## src/rtl/fp_div_issue_queue.sv

```systemverilog
// In-order issue buffer in front of fp_div: queues div/sqrt ops and launches one
// at a time with a single-cycle start pulse, tracking the divider's busy window.
module fp_div_issue_queue #(
  parameter int W            = 32,
  parameter int LG_DEPTH     = 2,
  parameter int LG_ROB_WIDTH = 1,
  parameter int LG_PRF_WIDTH = 1
) (
  input  logic                    clk,
  input  logic                    reset,
  input  logic                    flush,
  input  logic                    enq_valid,
  output logic                    enq_ready,
  input  logic [W-1:0]            enq_a,
  input  logic [W-1:0]            enq_b,
  input  logic                    enq_is_sqrt,
  input  logic [LG_ROB_WIDTH-1:0] enq_rob_ptr,
  input  logic [LG_PRF_WIDTH-1:0] enq_dst_ptr,
  output logic                    div_start,
  output logic [W-1:0]            div_a,
  output logic [W-1:0]            div_b,
  output logic                    div_is_sqrt,
  output logic [LG_ROB_WIDTH-1:0] div_rob_ptr,
  output logic [LG_PRF_WIDTH-1:0] div_dst_ptr,
  input  logic                    div_active,
  output logic                    empty,
  output logic [LG_DEPTH:0]       count,
  output logic                    busy
);

  localparam int DEPTH = 1 << LG_DEPTH;

  typedef struct packed {
    logic [W-1:0]            a;
    logic [W-1:0]            b;
    logic                    is_sqrt;
    logic [LG_ROB_WIDTH-1:0] rob_ptr;
    logic [LG_PRF_WIDTH-1:0] dst_ptr;
  } entry_t;

  typedef enum logic [1:0] {
    IDLE   = 2'd0,
    ISSUED = 2'd1,
    BUSY   = 2'd2
  } state_t;

  entry_t              mem_q [DEPTH];
  logic [LG_DEPTH:0]   head_q, head_d;
  logic [LG_DEPTH:0]   tail_q, tail_d;
  logic [LG_DEPTH:0]   count_q, count_d;
  state_t              state_q, state_d;
  logic                full_s;
  logic                do_enq_s;
  entry_t              head_entry_s;
  entry_t              wr_entry_s;

  assign full_s       = (head_q[LG_DEPTH-1:0] == tail_q[LG_DEPTH-1:0]) &&
                        (head_q[LG_DEPTH] != tail_q[LG_DEPTH]);
  assign empty        = (head_q == tail_q);
  assign enq_ready    = !full_s;
  assign do_enq_s     = enq_valid && !full_s && !flush;
  assign count        = count_q;
  assign busy         = (state_q != IDLE);
  assign head_entry_s = mem_q[head_q[LG_DEPTH-1:0]];
  assign wr_entry_s   = '{a: enq_a, b: enq_b, is_sqrt: enq_is_sqrt,
                          rob_ptr: enq_rob_ptr, dst_ptr: enq_dst_ptr};

  // Launch only from IDLE; div_active blocks a start while the divider still drains.
  assign div_start   = (state_q == IDLE) && !empty && !div_active && !flush;
  assign div_a       = head_entry_s.a;
  assign div_b       = head_entry_s.b;
  assign div_is_sqrt = head_entry_s.is_sqrt;
  assign div_rob_ptr = head_entry_s.rob_ptr;
  assign div_dst_ptr = head_entry_s.dst_ptr;

  // Next-state for pointers, occupancy count and issue FSM
  always_comb begin
    head_d  = head_q;
    tail_d  = tail_q;
    count_d = count_q;
    state_d = state_q;
    if (flush) begin
      head_d  = tail_q;
      count_d = '0;
    end else begin
      if (do_enq_s) begin
        tail_d = tail_q + (LG_DEPTH+1)'(1);
      end else begin
        tail_d = tail_q;
      end
      if (div_start) begin
        head_d = head_q + (LG_DEPTH+1)'(1);
      end else begin
        head_d = head_q;
      end
      if (do_enq_s && !div_start) begin
        count_d = count_q + (LG_DEPTH+1)'(1);
      end else if (!do_enq_s && div_start) begin
        count_d = count_q - (LG_DEPTH+1)'(1);
      end else begin
        count_d = count_q;
      end
    end
    // An op already launched is tracked to completion even across a flush.
    case (state_q)
      IDLE:    state_d = div_start ? ISSUED : IDLE;
      ISSUED:  state_d = BUSY;
      BUSY:    state_d = div_active ? BUSY : IDLE;
      default: state_d = IDLE;
    endcase
  end

  // Control state registers
  always_ff @(posedge clk) begin
    if (reset) begin
      head_q  <= '0;
      tail_q  <= '0;
      count_q <= '0;
      state_q <= IDLE;
    end else begin
      head_q  <= head_d;
      tail_q  <= tail_d;
      count_q <= count_d;
      state_q <= state_d;
    end
  end

  // Entry storage; contents are only meaningful between head and tail
  always_ff @(posedge clk) begin
    if (do_enq_s) begin
      mem_q[tail_q[LG_DEPTH-1:0]] <= wr_entry_s;
    end
  end

endmodule

```

## config.mk

```make
export PLATFORM = sky130hd
export DESIGN_NAME = fp_div_issue_queue
export DESIGN_NICKNAME = d
export VERILOG_FILES = /design/src/rtl/fp_div_issue_queue.sv
export SDC_FILE = /design/constraint.sdc
export NUM_CORES = 1
export LEC_CHECK = 0
export ABC_CLOCK_PERIOD_IN_PS = 2200
export CORE_ASPECT_RATIO = 0.6
export CORE_MARGIN = 3
export CORE_UTILIZATION = 49
export DETAILED_ROUTE_END_ITERATION = 7
export PLACE_DENSITY = 0.76
export SYNTH_ARGS = -nofsm -noshare
export SYNTH_HDL_FRONTEND = slang
export SYNTH_SLANG_ARGS = --single-unit
```

## constraint.sdc

```tcl
create_clock -name clk -period 2.2 [get_ports clk]
set_input_delay 0.22 -clock clk [delete_from_list [all_inputs] [get_ports clk]]
set_output_delay 0.22 -clock clk [all_outputs]
set_load 0.01 [all_outputs]
```

; Yosys cells after proc, flatten, opt, wreduce, memory -nomap -nowiden
; Memory sizes are Yosys's and may differ from the RTL's. A register that Yosys moved wholly into a read port is not among the register bits.
; Index checks and enable logic that the tools add are counted.
[totals]
in_bits = 72
register_bits = 11
ram_bits = 268
out_inout_bits = 74
mem_count = 1
[memory_table]
columns = memory, depth, word_bits, read_ports, rd_ports_with_merged_regs, wr, line_no
row1 = mem_q, 4, 67, 1, 1, 1, 47  ; entry_t mem_q [DEPTH];
[classes]
bitwise_logic = 1
add_sub_neg = 4
n_reduce_logical = 20
muxes = 11
n_eq_ne = 5
[ops]
columns = operator, n
row1 = 3-bit two-way mux, 4
row2 = "3-bit by 1-bit adder with 3-bit output, second input constant", 3
row3 = 1-bit logical AND, 8
row4 = 1-bit zero test, 6
row5 = 2-bit two-way mux, 3
row6 = 2-bit case mux with 3 select lines, 1
row7 = 2-bit nonzero test, 3
row8 = 3-bit == test, 1
row9 = 1-bit two-way mux, 3
row10 = "3-bit by 1-bit subtractor with 3-bit output, second input constant", 1
row11 = "2-bit by 1-bit == test with 1-bit output, second input constant", 1
row12 = 2-bit == test, 1
row13 = "2-bit == test, second input constant", 1
row14 = 2-bit zero test, 1
row15 = 2-bit AND reduction, 1
row16 = 2-bit OR reduction, 1
row17 = 1-bit inequality test, 1
row18 = 1-bit inverter, 1

; Longest topological paths before layout
[depth]
word_depth = 9
ltp_mapped = 9
mapped_depth_nobuf = 9

; Least setup slack after synthesis
; Ideal clock, no wire load.
[synth_path]
kind = flip-flop to flip-flop
from = register tail_q[1]
to = memory mem_q[0][0] in the netlist's numbering (enable)
path_stages_with_launch = 4
slack_ns = -0.149
arrival_ns = 1.953
synth_period_minus_slack_ns = 2.349
required_ns = 1.805
path_buffers = 0
setup_time_ns = 0.395
cell_sequence = dfxtp_1 -> xor2_1 -> o311a_4 -> and2_2
[synth_between]
elab_chain_cells = 7
[synth_lines]
columns = item, line_no
row1 = start: declaration, 49  ; logic [LG_DEPTH:0] tail_q, tail_d;
row2 = start signal: assignment, 122  ; tail_q <= tail_d;
row3 = 2-bit == test, 57  ; assign full_s = (head_q[LG_DEPTH-1:0] == tail_q[LG_DEPTH-1:0]) &&
row4 = 1-bit logical AND, 57
row5 = 1-bit zero test, 61  ; assign do_enq_s = enq_valid && !full_s && !flush;
row6 = 1-bit logical AND (2 in a row), 61
row7 = 1-bit two-way mux, 130  ; if (do_enq_s) begin
row8 = 1-bit two-way mux (implied by the code), 131  ; mem_q[tail_q[LG_DEPTH-1:0]] <= wr_entry_s;
row9 = end: declaration, 47
; Parallel ways exist; a longest one is shown, timed or not.

==> reports/results.tsv <==
stage	metric	value	unit
synth	Post-Synthesis Net Count	518	
worst_setup_path	R2R Setup Slk	0.02	ns
synth	Gate Count Post-Synth	439	
timing	final worst-path cycle share	1.02	
timing	Final Hold Fails	0	
timing	Max Slew Vio Count	0	
worst_setup_path	WP data required	1.98	ns
synth	count leader, synth	edfxtp_1	
synth	Synth cell types	43	
synth	cell accounting for the most synthesized area	edfxtp_1	
global_routing	vias in the first global route	5545	
cts	H-tree Lvls	1	
cts	hold-fix buffers at CTS	0	
worst_setup_path	endpoint class of the critical path	primary output	
outcome	status	finished with violations	
place	Post-DP HPWL	12800	um
synth	Synth area leaders	edfxtp_1 (77%), mux4_2 (14%), dfxtp_1 (2.5%)	
floorplan	Ports	146	
floorplan	Core Region	20500	um^2
drt	TritonRoute pass-1 iters	5	
floorplan	die extent in x	195	um
cts	CTS Root Cell	clkbuf_16	
place	worst slack, placed	-0.153	ns
cts	Clock Path Buffers	3	
cts	CTS buffer count	25	
synth	synth warn	0	
drt	DRT iter0 DRCs	465	
flow_run	Max-Cap Viols	0	
drt	DRC	0	
cts	Clk Latency, worst-skew pair	0.52	ns
hold_path	hold path start	enq_a[8]	
timing	fmax	444	MHz
worst_setup_path	Worst R2R Path Depth	9	
worst_setup_path	CP Data Arrival Time	2.03	ns
hold_path	hold depth	1	
place	Buffers on Ports	145	
timing	Worst Slack Setup Final	-0.0497	ns
synth	Seq/Total Area, Yosys	0.793	
cells_and_area	Area Growth Syn to Fin	31.8	%
worst_setup_path	Max FO, Critical Path	5	
worst_setup_path	Critical R2R Capture	count[2]	
global_routing	first-pass GRT wire length	33300	um
global_routing	global-route total usage across every layer	0.187	
pwr	power per cell area	846	nW/um^2
timing	Least-Margin Pin Slew	0.613	ns
drt	DR vias/cell	5.46	
floorplan	Die ar.	23200	um^2
outcome	violated checks	setup timing	
cells_and_area	antenna cells	0	
synth	#FFs+latches synth	281	
global_routing	antenna violations before repair	2	
worst_setup_path	reg2reg start	head_q[2]	
cells_and_area	final net count	728	
synth	Synth top cells by count	edfxtp_1 (268), mux4_2 (67), dfxtp_1 (13)	
timing	Tmin final	2.25	ns
floorplan	Die H	119	um
synth	Avg Inst Size Synth	23.9	um^2
drt	Post-Route WL	21100	um
timing	Max-slew headroom	0.590	
place	Placer Congestion	0.868	
global_routing	Congestion Overflow GR	0	
worst_setup_path	Startpoint Class	flip-flop	
drt	Final ANT Viol Nets	0	
pwr	Leak	4.59	nW
drt	via count	5136	
synth	synthesized area	10500	um^2
synth	Synth top area share	0.768	
cts	clk sink count	281	
global_routing	largest net degree at the start of global routing	53	
cells_and_area	share of layout cells above drive strength 1	0.388	
hold_path	Hold Crit Class	input pin to flip-flop	
synth	EDFF count, synth	268	
timing	clock skew	0.0208	ns
pwr	worst vdd ir	0.680	mV
cts	CTS tree	yes	
floorplan	Starting Density	0.512	
drt	routed len/inst	22.4	um
synth	dominant synthesized flop cell	edfxtp_1	
timing	hold slack	0.338	ns
worst_setup_path	kind of critical path	flip-flop to primary output	
hold_path	Hold EP	mem_q[0][43]	
synth	async set or reset register ratio after synthesis	0	
timing	# setup viols final	3	
cts	Worst-path clk slew	0.06	ns
timing	RSZ-0062 raised after global routing	yes	
floorplan	Row Count	40	
through the flow:
step	cells	setup TNS [ns]	power [mW]	area, um^2	utilization
global route	941	-1.07	12.1	13800	0.674
floorplan	439	-13.33	6.65	10500	-
global placement	871	-0.0982	7.29	12600	0.616
finish	941	-0.127	11.7	13800	0.674
detailed placement	871	-0.248	7.33	12600	0.616
CTS	939	-0.530	11.8	13700	0.671
layout make-up:
cell class                 count  area (um^2)
sequential                   281         8330
fill                        1286         6670
multi-input combinational    135         2180
timing repair buffer         201         2090
clock buffer                  31          688
tap                          273          342
clock inverter                15          160
inverter                       5         18.8
cells in the final DEF (no fill, tap or decap), types with 4 or more instances in the layout:
cell               n
buf_6             32
buf_2             23
clkdlybuf4s50_1   75
dfxtp_1            6
inv_1              4
clkbuf_16         25
buf_4             26
mux4_2            67
ha_1               5
clkinv_2           6
buf_16             6
clkbuf_8           4
clkbuf_2          15
and2_4             4
nor3_1             4
dfxtp_4            4
nor2_1             6
edfxtp_1         268
buf_12            18
critical path, cell delays in order (launching register included):
cell and delay [ns]:
dfxtp_4 0.39, buf_12 0.12, buf_8 0.12, buf_16 0.13, buf_12 0.11, mux4_2 0.51
buf_6 0.14
registers in the layout (all words and copies together) (netlist names), named ones only:
register  cells
mem_q       268
count         3
head_q        3
tail_q        3
state_q       2
power breakdown:
part	switching, mW	internal [mW]
combinational	0.561	0.725
clock	1.79	2.58
sequential	0.0440	5.98
routing by layer:
| layer | wire [um] | vias up | GRT usage | part of all wire |
|---|---|---|---|---|
| li1 | - | 2290 | - | - |
| met1 | 9090 | 2601 | 0.277 | 0.43 |
| met2 | 9910 | 206 | 0.291 | 0.47 |
| met3 | 1680 | 35 | 0.0444 | 0.080 |
| met4 | 398 | 4 | 0.0325 | 0.019 |
| met5 | 22 | - | 0 | 0.0010 |
worst max-delay path by stage:
| stage | startpoint | to | slack [ns] | cells past startpoint |
|---|---|---|---|---|
| final | flip-flop | div_b[20] | -0.05 | 6 |
| after global routing | flip-flop | div_b[20] | -0.13 | 6 |
| after CTS | flip-flop | div_b[25] | -0.12 | 6 |
| after detailed placement | div_active | count[2] | -0.15 | 10 |
| after global placement | div_active | count[2] | -0.07 | 10 |
| after floorplan | head_q[1] | mem_q[0][0] | -0.05 | 3 |
logic make-up (layout without fill, tap and decap cells):
kind of cell	after synthesis	in the layout	synth area share
AO/OA/AOI/OAI	17	17	0.0141
multiplexers	71	71	0.149
flip-flops	281	281	0.793
buffers and inverters	23	252	0.0100
adder cells (fa/ha/maj)	7	7	0.00908
AND/OR/NAND/NOR	32	32	0.0183
XOR/XNOR	8	8	0.00669
what timing repair did:
action / 4_1_cts / 5_1_grt
gates resized for setup: 274 / 49
gates cloned: 6 / 0
buffers inserted: 16 / 3
pin swaps: 5 / 1
setup endpoints to repair: 71 / 49
Power figures use the tool's default switching activity.
